[src/rtl/pwm_setpoint_ctrl_pkg.sv]
// Shared types and constants for the PWM setpoint sequencer: FSM states,
// register map addresses and power-up setpoint values.
package pwm_ctrl_pkg;

  typedef enum logic [1:0] {
    IDLE    = 2'd0,
    PENDING = 2'd1,
    RAMP    = 2'd2
  } state_t;

  localparam int unsigned REG_CMP0   = 0;
  localparam int unsigned REG_CMP1   = 1;
  localparam int unsigned REG_CMP2   = 2;
  localparam int unsigned REG_DS     = 3;
  localparam int unsigned REG_COMMIT = 4;
  localparam int unsigned REG_STEP0  = 5;
  localparam int unsigned REG_STEP1  = 6;
  localparam int unsigned REG_ABORT  = 7;

  // {16'ha000, 3'h5}: the compare value pwm starts from after power-up.
  localparam logic [18:0] RESET_CMPA = 19'h50005;
  localparam logic [7:0]  RESET_DS   = 8'h12;

endpackage

[src/rtl/pwm_setpoint_ctrl_if.sv]
// Byte-wide register write bus from i2cregif. A write is accepted on every
// clk edge where regDataValid is high; there is no back-pressure (no ready).
interface pwm_setpoint_ctrl_if #(
  parameter int REGBITS = 3
);
  logic [REGBITS-1:0] regAddr;
  logic [7:0]         regData;
  logic               regDataValid;

  modport master (output regAddr, output regData, output regDataValid);
  modport slave  (input  regAddr, input  regData, input  regDataValid);
endinterface

[src/rtl/pwm_setpoint_ctrl_slew_step.sv]
// One slew step of the compare value toward its target; clamps to the target
// once it is within one step, so the ramp can never overshoot or wrap.
module pwm_slew_step #(
  parameter int WIDTH = 19
) (
  input  logic [WIDTH-1:0] cur,
  input  logic [WIDTH-1:0] tgt,
  input  logic [WIDTH-1:0] step,
  output logic [WIDTH-1:0] nxt,
  output logic             done
);
  logic             up;
  logic [WIDTH-1:0] diff;

  always_comb begin
    up   = (tgt > cur);
    diff = up ? (tgt - cur) : (cur - tgt);
    // A zero step means "no slew limit": jump straight to the target.
    done = (step == '0) || (diff <= step);
    if (done) begin
      nxt = tgt;
    end else if (up) begin
      nxt = cur + step;
    end else begin
      nxt = cur - step;
    end
  end
endmodule

[src/rtl/pwm_setpoint_ctrl.sv]
// Stages byte writes for cmpA/ds_fraction and applies committed values to pwm
// only on period boundaries, optionally slewing cmpA by STEP counts per period.
module pwm_setpoint_ctrl
  import pwm_ctrl_pkg::*;
#(
  parameter int          WIDTH      = 19,
  parameter int          DSBITS     = 8,
  parameter int          REGBITS    = 3,
  parameter int          STEPBITS   = 16,
  parameter logic [18:0] RESET_CMPA = pwm_ctrl_pkg::RESET_CMPA,
  parameter logic [7:0]  RESET_DS   = pwm_ctrl_pkg::RESET_DS
) (
  input  logic              clk,
  input  logic              rst,
  pwm_setpoint_ctrl_if.slave reg_bus,
  input  logic              period_start,
  output logic [WIDTH-1:0]  cmpA,
  output logic [DSBITS-1:0] ds_fraction,
  output logic              dirty,
  output logic              busy,
  output logic              commit_done,
  output state_t            dbg_state
);
  localparam logic [WIDTH-1:0]  CMPA_INIT = WIDTH'(RESET_CMPA);
  localparam logic [DSBITS-1:0] DS_INIT   = RESET_DS[DSBITS-1:0];

  state_t              state_q;
  logic [WIDTH-1:0]    cmpa_q, stage_cmpa_q, tgt_cmpa_q;
  logic [DSBITS-1:0]   ds_q, stage_ds_q, tgt_ds_q;
  logic [STEPBITS-1:0] step_q;
  logic                dirty_q, done_q;

  logic             is_commit, is_abort, boundary;
  logic [WIDTH-1:0] slew_next;
  logic             slew_done;

  pwm_slew_step #(.WIDTH(WIDTH)) u_slew (
    .cur  (cmpa_q),
    .tgt  (tgt_cmpa_q),
    .step (WIDTH'(step_q)),
    .nxt  (slew_next),
    .done (slew_done)
  );

  // COMMIT and ABORT both take priority over a coincident period boundary.
  always_comb begin
    is_commit = reg_bus.regDataValid && (reg_bus.regAddr == REGBITS'(REG_COMMIT));
    is_abort  = reg_bus.regDataValid && (reg_bus.regAddr == REGBITS'(REG_ABORT));
    boundary  = period_start && (state_q != IDLE) && !is_commit && !is_abort;
  end

  always_ff @(posedge clk) begin
    if (rst) begin
      state_q      <= IDLE;
      cmpa_q       <= CMPA_INIT;
      stage_cmpa_q <= CMPA_INIT;
      tgt_cmpa_q   <= CMPA_INIT;
      ds_q         <= DS_INIT;
      stage_ds_q   <= DS_INIT;
      tgt_ds_q     <= DS_INIT;
      step_q       <= '0;
      dirty_q      <= 1'b0;
      done_q       <= 1'b0;
    end else begin
      done_q <= 1'b0;
      if (boundary) begin
        cmpa_q <= slew_next;
        if (slew_done) begin
          ds_q    <= tgt_ds_q;
          done_q  <= 1'b1;
          state_q <= IDLE;
        end else begin
          state_q <= RAMP;
        end
      end
      if (reg_bus.regDataValid) begin
        case (reg_bus.regAddr)
          REGBITS'(REG_CMP0): begin
            stage_cmpa_q[7:0] <= reg_bus.regData;
            dirty_q           <= 1'b1;
          end
          REGBITS'(REG_CMP1): begin
            stage_cmpa_q[15:8] <= reg_bus.regData;
            dirty_q            <= 1'b1;
          end
          REGBITS'(REG_CMP2): begin
            stage_cmpa_q[WIDTH-1:16] <= reg_bus.regData[WIDTH-17:0];
            dirty_q                  <= 1'b1;
          end
          REGBITS'(REG_DS): begin
            stage_ds_q <= reg_bus.regData[DSBITS-1:0];
            dirty_q    <= 1'b1;
          end
          REGBITS'(REG_COMMIT): begin
            tgt_cmpa_q <= stage_cmpa_q;
            tgt_ds_q   <= stage_ds_q;
            dirty_q    <= 1'b0;
            state_q    <= PENDING;
          end
          REGBITS'(REG_STEP0): step_q[7:0] <= reg_bus.regData;
          REGBITS'(REG_STEP1): step_q[STEPBITS-1:8] <= reg_bus.regData[STEPBITS-9:0];
          REGBITS'(REG_ABORT): state_q <= IDLE;
          default: ;
        endcase
      end
    end
  end

  assign cmpA        = cmpa_q;
  assign ds_fraction = ds_q;
  assign dirty       = dirty_q;
  assign busy        = (state_q != IDLE);
  assign commit_done = done_q;
  assign dbg_state   = state_q;
endmodule

[src/flat_wrapper.sv]
// flat-port wrapper written by rule: the top's interface ports become plain ports
module pwm_setpoint_ctrl_flat import pwm_ctrl_pkg::*;
#(
  parameter int          WIDTH      = 19,
  parameter int          DSBITS     = 8,
  parameter int          REGBITS    = 3,
  parameter int          STEPBITS   = 16,
  parameter logic [18:0] RESET_CMPA = pwm_ctrl_pkg::RESET_CMPA,
  parameter logic [7:0]  RESET_DS   = pwm_ctrl_pkg::RESET_DS
)
  (clk, rst, period_start, cmpA, ds_fraction, dirty, busy, commit_done, dbg_state, reg_bus_regAddr, reg_bus_regData, reg_bus_regDataValid);
  pwm_setpoint_ctrl_if #(.REGBITS(REGBITS)) reg_bus_i ();
  input  logic clk;
  input  logic rst;
  input  logic period_start;
  output logic [WIDTH-1:0] cmpA;
  output logic [DSBITS-1:0] ds_fraction;
  output logic dirty;
  output logic busy;
  output logic commit_done;
  output state_t dbg_state;
  input wire logic [$bits(reg_bus_i.regAddr)-1:0] reg_bus_regAddr;
  input wire logic [$bits(reg_bus_i.regData)-1:0] reg_bus_regData;
  input wire logic [$bits(reg_bus_i.regDataValid)-1:0] reg_bus_regDataValid;
  assign reg_bus_i.regAddr = reg_bus_regAddr;
  assign reg_bus_i.regData = reg_bus_regData;
  assign reg_bus_i.regDataValid = reg_bus_regDataValid;
  pwm_setpoint_ctrl #(.WIDTH(WIDTH), .DSBITS(DSBITS), .REGBITS(REGBITS), .STEPBITS(STEPBITS), .RESET_CMPA(RESET_CMPA), .RESET_DS(RESET_DS)) u_core (.clk(clk), .rst(rst), .reg_bus(reg_bus_i), .period_start(period_start), .cmpA(cmpA), .ds_fraction(ds_fraction), .dirty(dirty), .busy(busy), .commit_done(commit_done), .dbg_state(dbg_state));
endmodule
[config.mk]
export PLATFORM = sky130hd
export DESIGN_NAME = pwm_setpoint_ctrl_flat
export DESIGN_NICKNAME = d
export VERILOG_FILES = /design/src/rtl/pwm_setpoint_ctrl_pkg.sv /design/src/rtl/pwm_setpoint_ctrl_if.sv /design/src/rtl/pwm_setpoint_ctrl_slew_step.sv /design/src/rtl/pwm_setpoint_ctrl.sv /design/src/flat_wrapper.sv
export SDC_FILE = /design/constraint.sdc
export NUM_CORES = 1
export LEC_CHECK = 0
export ABC_AREA = 1
export CORE_UTILIZATION = 60
export CTS_CLUSTER_SIZE = 10
export DETAILED_ROUTE_END_ITERATION = 12
export DONT_BUFFER_PORTS = 1
export PLACE_DENSITY = 0.76
export SLEW_MARGIN = 20
export SYNTH_ARGS = -nofsm -noshare
export SYNTH_HDL_FRONTEND = slang
export SYNTH_SLANG_ARGS = --single-unit
[constraint.sdc]
create_clock -name clk -period 5 [get_ports clk]
set_input_delay 0.5 -clock clk [delete_from_list [all_inputs] [get_ports clk]]
set_output_delay 0.5 -clock clk [all_outputs]
set_load 0.05 [all_outputs]
==> metrics.yaml <==
run_status:
  outcome: "finished, final reports clean"
route:
  post_drt_via_cell_ratio: 5.70
  drt_iter0_drc: 725
  routed_wirelength_um: 24200
  drt-wirelength-per-cell_um: 18.1
  vias: 7598
  firstDrtPassIters: 5
  drc: 0
  ant_nets: 0
critical_path:
  cp-end-kind: "register"
  arrival_ns: 4.84
  critical_path_class: "register to register"
  reg2reg_from: "u_core.cmpA[12]"
  r2r_end: "u_core.ds_fraction[5]"
  crit_path_start_kind: "register"
  cp_slowest_cell: "ha_1"
  cpPeakStageDelay_ns: 0.43
  crit_top_cell: "nor2_1"
  ff2ff_path_depth: 28
  critical_path.max_fanout: 15
  crit_path_start: "u_core.cmpA[12]"
  regToRegSetupSlack_ns: 0.46
  cp_data_required_time_ns: 5.30
clocking:
  cts_setup_buffers: 0
  hold_buffers: 0
  h-tree-depth: 3
  path_clk_slew_ns: 0.08
  cts_tree: "yes"
  clkSinkCount: 101
  clock_tree.root_cell: "clkbuf_16"
  cts_made_buffers: 9
  insertion_delay_ns: 0.36
  clockBufferDepth: 2
  post_cts_resized: 0
placement:
  hpwlAfterDp_um: 18900
  gp_congestion: 0.954
  io_buffers: 0
  dp_slack_ns: 0.504
grt:
  grtUsageTotal_pct: 38.3
  met2_usage_pct: 61.0
  grt_pass1_vias: 7237
  grt_overflow: 0
  use_met3_pct: 8.68
  grt.busiest_layer: "met2"
  antenna_found_initial: 0
  grt_pass1_wl_um: 37600
  grt_max_degree: 54
  use_met1_pct: 50.0
final_layout:
  multiInputGateArea_um2: 4800
  seq_area_um2: 2020
  fin_util_pct: 66.9
  syn_to_final_growth_pct: 7.35
  antenna_cells: 0
  layout_common_cells: "nand2_1 (274), inv_1 (157), a21oi_1 (110)"
  nets: 1250
  fillers: 1187
  final_common_cell: "nand2_1"
  drive_gt1_share_pct: 7.12
pwr:
  power_density_nw_per_um2: 375
  p_leak_nw: 4.07
  power_mw: 3.06
  peakVddDrop_mv: 0.257
sta:
  final-setup-viol-count: 0
  worst_pin_slew_ns: 0.975
  report.final.slew_viol_count: 0
  min_period_ns: 4.54
  fin_crit_sh_pct: 90.7
  worst_slack_ns: 0.464
  hold_violations: 0
  rsz0062_at_grt: "no"
  max_freq_mhz: 220
  skew_ns: 0.0107
  fin_setup_tns_ns: 0
  max_slew_margin_pct: 35.0
floorplanning:
  rows: 40
  fp.dieH_um: 115
  initial_utilization_pct: 62.3
  fp.dieW_um: 115
  dieArea_um2: 13100
  io_pins: 47
  core_um2: 12200
synth:
  syn-instance-count: 1156
  synth.distinct_cells: 48
  yosys.area.top_type_share_pct: 26.6
  synth-seq-cells: 101
  syn_area_um2: 7610
  yosysTopAreaCell: "dfxtp_1"
  synth_seq_area_share_pct: 26.6
  ys.warnings.count: 0
  synthTopCellsByArea: "dfxtp_1 (27%), nand2_1 (14%), ha_1 (12%)"
  synth_area_per_cell_um2: 6.58
  synth_nets: 1246
worst_hold_path:
  min_path_cells: 1
  min_to: "u_core.dbg_state[0]"
  hold_class: "primary input to register"
  hold_path_startpoint: "rst"
run:
  drv_cap: 0
where the power goes:
group | internal, mW | leakage, nW | switching (mW)
combinational | 0.498 | 3.10 | 0.998
sequential | 0.829 | 0.820 | 0.0226
clock | 0.352 | 0.143 | 0.363
total | 1.68 | 4.07 | 1.38
routing by layer:
metal	wire length, um	vias to the layer above
met1	10800	3512
met5	0	-
li1	-	3753
met2	10600	282
met3	1890	51
met4	874	0
through the flow:
step           area, um2  hold slack, ns  std cells
6_report            8170           0.209       1333
5_1_grt             8170           0.201       1333
4_1_cts             8170           0.203       1333
3_5_place_dp        7880           0.443       1317
3_3_place_gp        7880           0.440       1317
2_1_floorplan       7610           0.429       1156
state kept, by name, indices dropped and copies added (netlist names):
name                 flops
u_core.stage_cmpa_q     19
u_core.dirty             1
u_core.commit_done       1
u_core.ds_fraction       8
u_core.tgt_cmpa_q       19
u_core.cmpA             19
u_core.step_q           16
u_core.dbg_state         2
u_core.tgt_ds_q          8
u_core.stage_ds_q        8
cell usage after synthesis, drive strengths merged:
cell type	n
mux2i	2
clkinv	1
fa	3
xor2	34
inv	169
nand3	57
o211ai	13
nor3	12
o31ai	2
or2	2
o21bai	9
a31oi	4
o22ai	1
nor4b	1
and2	2
clkbuf	23
a211o	1
ha	72
a311oi	1
a211oi	1
a21oi	110
a31o	1
buf	11
nand4	22
a21o	2
o2111ai	1
o21ai	92
xnor2	10
nand2	284
dfxtp	101
a21boi	1
nor2	110
nand3b	1
critical path: cells and delay by family, from the launching register on:
kind	cells	cell delay, ns
AO/OA/AOI/OAI	3	0.51
XOR/XNOR	1	0.17
adder cells (fa/ha/maj)	2	0.72
buffers and inverters	5	0.68
flip-flops	1	0.34
AND/OR/NAND/NOR	17	2.05
logic make-up after synthesis:
logic type	Yosys count	synth area share, %
AOI/OAI and AO/OA	239	17.2
xor gates and xnor gates	44	5.06
adders and majority gates	75	12.6
buffers and inverters	204	10.3
DFF	101	26.6
muxes	2	0.263
and+or+nand+nor	491	27.9
final cells by class:
| cell class | count | share of cell area, % |
|---|---|---|
| Inverter | 170 | 7.81 |
| Clock inverter | 7 | 0.842 |
| Clock buffer | 9 | 2.76 |
| Tap cell | 168 | 2.57 |
| Timing Repair Buffer | 27 | 2.48 |
| Sequential cell | 101 | 24.8 |
| Multi-Input combinational cell | 851 | 58.8 |
worst max path at each step:
stage	cells after the start	slack, ns	to
after CTS	28	0.49	u_core.ds_fraction[0]
after detailed placement	28	0.50	u_core.ds_fraction[7]
after global placement	28	0.54	u_core.cmpA[12]
after floorplan	22	0.91	u_core.cmpA[11]
after global routing	25	0.13	u_core.cmpA[11]
final	28	0.46	u_core.ds_fraction[5]
Power figures use the tool's default switching activity.
